$ cat config.mk
export PLATFORM = sky130hd
export DESIGN_NAME = sid_waveform_mix
export DESIGN_NICKNAME = d
export VERILOG_FILES = /design/src/rtl/sid_pkg.sv /design/src/rtl/sid_waveform_combine.sv /design/src/rtl/sid_waveform_mix.sv
export SDC_FILE = /design/constraint.sdc
export NUM_CORES = 1
export LEC_CHECK = 0
export CORE_ASPECT_RATIO = 1.5
export CORE_MARGIN = 2
export CORE_UTILIZATION = 54
export DETAILED_ROUTE_END_ITERATION = 8
export PLACE_DENSITY = 0.95
export SLEW_MARGIN = 40
export SYNTH_ARGS = -nofsm -noshare
export SYNTH_HDL_FRONTEND = slang
export SYNTH_SLANG_ARGS = --single-unit
$ cat constraint.sdc
create_clock -name clk -period 6 [get_ports clk]
set_clock_uncertainty 0.2 [all_clocks]
set_input_delay 0.9 -clock clk [delete_from_list [all_inputs] [get_ports clk]]
set_output_delay 0.9 -clock clk [all_outputs]
set_load 0.01 [all_outputs]
$ cat src/rtl/sid_pkg.sv
// Shared SID types and constants used by the per-voice waveform path.
package sid;

   typedef enum logic {
      MOS6581 = 1'b0,
      MOS8580 = 1'b1
   } model_e;

   localparam int unsigned PHI1      = 0;
   localparam int unsigned PHI1_PHI2 = 1;
   localparam int unsigned PHI2      = 2;
   localparam int unsigned PHI2_PHI1 = 3;

   typedef logic [3:0]  phase_t;
   typedef logic [11:0] reg12_t;
   typedef logic [19:0] reg20_t;

   // selector = {noise, pulse, sawtooth, triangle}
   typedef struct packed {
      logic [3:0] selector;
      logic [7:0] noise;
      logic       pulse;
      reg12_t     saw_tri;
   } waveform_i_t;

   localparam int unsigned TTL_6581 = 54000;
   localparam int unsigned TTL_8580 = 800000;

   typedef enum logic [1:0] {
      ST_IDLE,
      ST_ACTIVE,
      ST_FLOAT
   } mix_state_e;

   // One step of the floating DAC input bleeding away.
   function automatic reg12_t float_decay(input reg12_t w);
      return w & (w >> 1);
   endfunction

endpackage

$ cat src/rtl/sid_waveform_combine.sv
// Combinational AND of the selected waveform candidates plus noise writeback enable.
module sid_waveform_combine
   import sid::*;
(
   input  waveform_i_t wav_i,
   output reg12_t      comb_o,
   output logic        wb_en_o
);

   always_comb begin
      comb_o = '1;
      if (wav_i.selector[3]) comb_o &= {wav_i.noise, 4'b0000};
      if (wav_i.selector[2]) comb_o &= {12{wav_i.pulse}};
      if (wav_i.selector[1] | wav_i.selector[0]) comb_o &= wav_i.saw_tri;
   end

   assign wb_en_o = wav_i.selector[3] & (wav_i.selector[2:0] != 3'b000);

endmodule

$ cat src/rtl/sid_waveform_mix.sv
// Per-voice waveform mixer: combined output, OSC3 readback, noise writeback and floating-DAC decay.
module sid_waveform_mix #(
   parameter int unsigned TTL_6581 = sid::TTL_6581,
   parameter int unsigned TTL_8580 = sid::TTL_8580
) (
   input  logic             clk,
   input  logic             res,
   input  sid::model_e      model,
   input  sid::phase_t      phase,
   input  sid::waveform_i_t wav_i,
   output sid::reg12_t      wave,
   output logic [7:0]       osc3,
   output logic [7:0]       noise_wb,
   output logic             noise_wb_en
);

   if (TTL_8580 >= (1 << 20)) begin : g_chk_ttl_8580
      $error("TTL_8580 does not fit the 20-bit decay counter");
   end
   if (TTL_6581 >= (1 << 20)) begin : g_chk_ttl_6581
      $error("TTL_6581 does not fit the 20-bit decay counter");
   end

   sid::mix_state_e state_q;
   sid::reg12_t     wave_q;
   sid::reg20_t     ttl_q;
   logic [7:0]      wb_q;
   logic            wb_en_q;

   sid::reg12_t     comb_d;
   logic            wb_en_d;
   sid::reg12_t     wave_decay_d;
   sid::reg20_t     ttl_reload;
   logic            tick;
   logic            unused_phase;

   sid_waveform_combine u_combine (
      .wav_i   (wav_i),
      .comb_o  (comb_d),
      .wb_en_o (wb_en_d)
   );

   assign tick         = phase[sid::PHI1_PHI2];
   assign unused_phase = ^phase;
   assign wave_decay_d = sid::float_decay(wave_q);
   assign ttl_reload   = (model == sid::MOS8580) ? sid::reg20_t'(TTL_8580)
                                                 : sid::reg20_t'(TTL_6581);

   always_ff @(posedge clk or posedge res) begin
      if (res) begin
         state_q <= sid::ST_IDLE;
         wave_q  <= '0;
         ttl_q   <= '0;
         wb_q    <= '0;
         wb_en_q <= 1'b0;
      end else if (tick) begin
         if (wav_i.selector != 4'b0000) begin
            state_q <= sid::ST_ACTIVE;
            wave_q  <= comb_d;
            ttl_q   <= ttl_reload;
            wb_q    <= comb_d[11:4];
            wb_en_q <= wb_en_d;
         end else if ((state_q != sid::ST_IDLE) && (wave_q != '0)) begin
            // Counting starts on the first unselected tick so the first decay
            // lands on the TTL-th tick after the last active one.
            state_q <= sid::ST_FLOAT;
            wb_en_q <= 1'b0;
            if (ttl_q == sid::reg20_t'(1)) begin
               wave_q <= wave_decay_d;
               ttl_q  <= ttl_reload;
               if (wave_decay_d == '0) state_q <= sid::ST_IDLE;
            end else begin
               ttl_q <= ttl_q - sid::reg20_t'(1);
            end
         end else begin
            state_q <= sid::ST_IDLE;
            ttl_q   <= '0;
         end
      end
   end

   assign wave        = wave_q;
   assign osc3        = wave_q[11:4];
   assign noise_wb    = wb_q;
   assign noise_wb_en = wb_en_q;

endmodule

==> run_results.csv <==
group,metric,value,unit
cts,htree_num_levels,2,
grt,grt-ovfl-total,0,
timing,setup_viol,0,
cts,clockRootBuffer,"clkbuf_8",
cts,cts_sinks,43,
worst_hold_path,hp-class,"reg2reg",
layout,layout_commonest_cell,"clkdlybuf4s50_1",
synth,synthDistinctLibCells,46,
setup_path,worstSetupEndpointType,"flop",
place,place_area,3128,um2
timing,worstMarginPinSlew,840.4,ps
synth,asyncSetResetFlopFracSynth,100.0,%
setup_path,critPathLaunchType,"primary input",
timing,min_period_over_period,54.20,%
die,initial_core_util,56.56,%
die,die_h,88.47,um
die,core,4542,um2
layout,fin_cells,414,
synth,synth_cells,305,
route,dr.pass1.iters,5,
cts,hold_buffers,0,
setup_path,cp_slowest_cell,"or4_1",
synth,ys.flop_type,"dfrtp_1",
layout,area_growth,25.67,%
synth,synth_top_area_share,41.89,%
timing,min_period,3252,ps
route,wire_per_inst,17.53,um
timing,clock.fmax,0.3075,GHz
run_status,status,"finished, final reports clean",
route,drt.antenna.violating_nets,0,
cts,clk_path_buf_depth,2,
setup_path,crit_chain,"clkdlybuf4s50_1 > or4_1 > nor3_2 > buf_4 > and4_1 > o2bb2ai_1",
timing,hold_viol,0,
synth,avgSynthCellArea,8.422,um2
layout,nets,383,
power_and_ir_drop,ir_worst_vdd,0.0001838,V
place,post-dp-hpwl,5.316,mm
layout,final_area,3228,um2
route,viasPerCell,6.437,
cts,numCtsBuffers,5,
synth,yosys_warnings,0,
synth,synthTopCellsByArea,"dfrtp_1 (42%), nand2_1 (5.8%), a31oi_1 (4.9%), o21ai_0 (3.9%), nor4_1 (3.7%)",
grt,grtUsageTotal,29.98,%
route,drt_iter0_drc,207,
die,fp.dieArea,5336,um2
place,port_buffers,57,
grt,antenna_found_initial,0,
timing,slew_headroom,43.60,%
power_and_ir_drop,p_leak,1.300,nW
setup_path,critPathMaxStageDelay,690,ps
run,drv_cap,0,
die,die_w,60.32,um
grt,grt_max_degree,44,
timing,rsz0062_at_grt,"false",
place,place_congestion,0.8795,
power_and_ir_drop,power_density,241.0,nW/um2
synth,ys_seq_area_share,41.89,%
timing,slew_violations,0,
cts,clkSlewWorstSetupHoldPaths,80,ps
timing,hold_slack,295.5,ps
synth,synth_area,2569,um2
grt,grt_pass1_vias,2730,
synth,syn_nets,339,
cts,cts_setup_buffers,0,
cts,tritoncts,"built",
die,ios,61,
place,dp.cells,406,
setup_path,crit_required,6020,ps
route,drcViolationCount,0,
synth,synth_enable_flop_cells,0,
cts,cts_resized,0,
layout,n_antenna_cell,0,
setup_path,arrival,3280,ps
cts,clock_latency,310,ps
setup_path,critPathMaxFanout,13,
timing,setup-tns-final,0,ps
layout,utilization,71.07,%
setup_path,critical_path_class,"in2reg",
die,rows,30,
route,vias,2665,
synth,ys_seq_elements,43,
route,drt_wl_total,7.257,mm
synth,synth.largest_area_cell,"dfrtp_1",
grt,grt_pass1_wl,12.25,mm
layout,mostFrequentLayoutCells,"clkdlybuf4s50_1 (57), dfrtp_1 (43), nand2_1 (40)",
layout,drive_gt1_share,7.143,%
==> metrics by stage <==
step | setup WS [ps] | total power, mW
after global placement | 2533 | 0.5625
after CTS | 2765 | 0.7741
final | 2748 | 0.7781
after detailed placement | 2458 | 0.5705
after floorplan | 3298 | 0.4744
after global routing | 2555 | 0.8108
==> Yosys cell counts, types with 9 or more instances <==
master / number
nand2_1: 40
inv_1: 17
o21ai_0: 20
dfrtp_1: 43
nor2_1: 24
nor3_1: 11
nor4_1: 15
nand3_1: 11
clkbuf_1: 13
a31oi_1: 20
buf_4: 9
a21oi_1: 13
==> flip-flops by register name (all words and copies together) (netlist names) <==
register / count
noise_wb: 8
wave: 12
state_q: 2
ttl_q: 20
noise_wb_en: 1
==> where the power goes <==
group          switching [mW]  internal [mW]  leakage (nW)
Combinational          0.0987          0.104         0.711
Clock                   0.104          0.105        0.0515
Sequential             0.0455          0.321         0.538
==> layout make-up <==
class,instances,area [um2]
multi-input combinational,220,1304
sequential,43,1076
inverter,18,67.56
tap,64,80.08
clock buffer,8,100.1
timing repair buffer,61,600.6
fill,326,1314
==> per-layer routing <==
metal  vias up  track usage [%]  wire, um
met3        30            6.433       539
met5         -                0         0
li1       1217                -         -
met2       154            51.88      3822
met4         0            18.18       282
met1      1264            32.52      2612
==> critical path, delay by kind of cell <==
family                 cells  cell delay [ps]
AOI/OAI and AO/OA          1              110
and+or+nand+nor            3             1480
buffers and inverters      2              790
==> final timing paths <==
| kind | startpoint | end | slack, ps | cells past startpoint |
|---|---|---|---|---|
| max | wav_i[24] | ttl_q[17] | 2750 | 6 |
| min | noise_wb[4] | noise_wb[4] | 300 | 2 |
| max reg2reg | ttl_q[8] | wave[8] | 2910 | 5 |
| min reg2reg | noise_wb[4] | noise_wb[4] | 300 | 2 |
| max in group asynchronous | res | ttl_q[17] | 4380 | 3 |
| min in group asynchronous | res | ttl_q[3] | 830 | 3 |
==> cells by family (layout without fill, tap and decap cells) <==
| family | Yosys count | after routing | synth area share (%) |
|---|---|---|---|
| compound gates | 86 | 86 | 22.26 |
| fa+ha+maj | 2 | 2 | 0.9740 |
| buf+inv | 42 | 87 | 7.793 |
| flops | 43 | 43 | 41.89 |
| mux | 1 | 1 | 0.3897 |
| simple gates | 131 | 131 | 26.69 |
(Power assumes the default switching activity.)
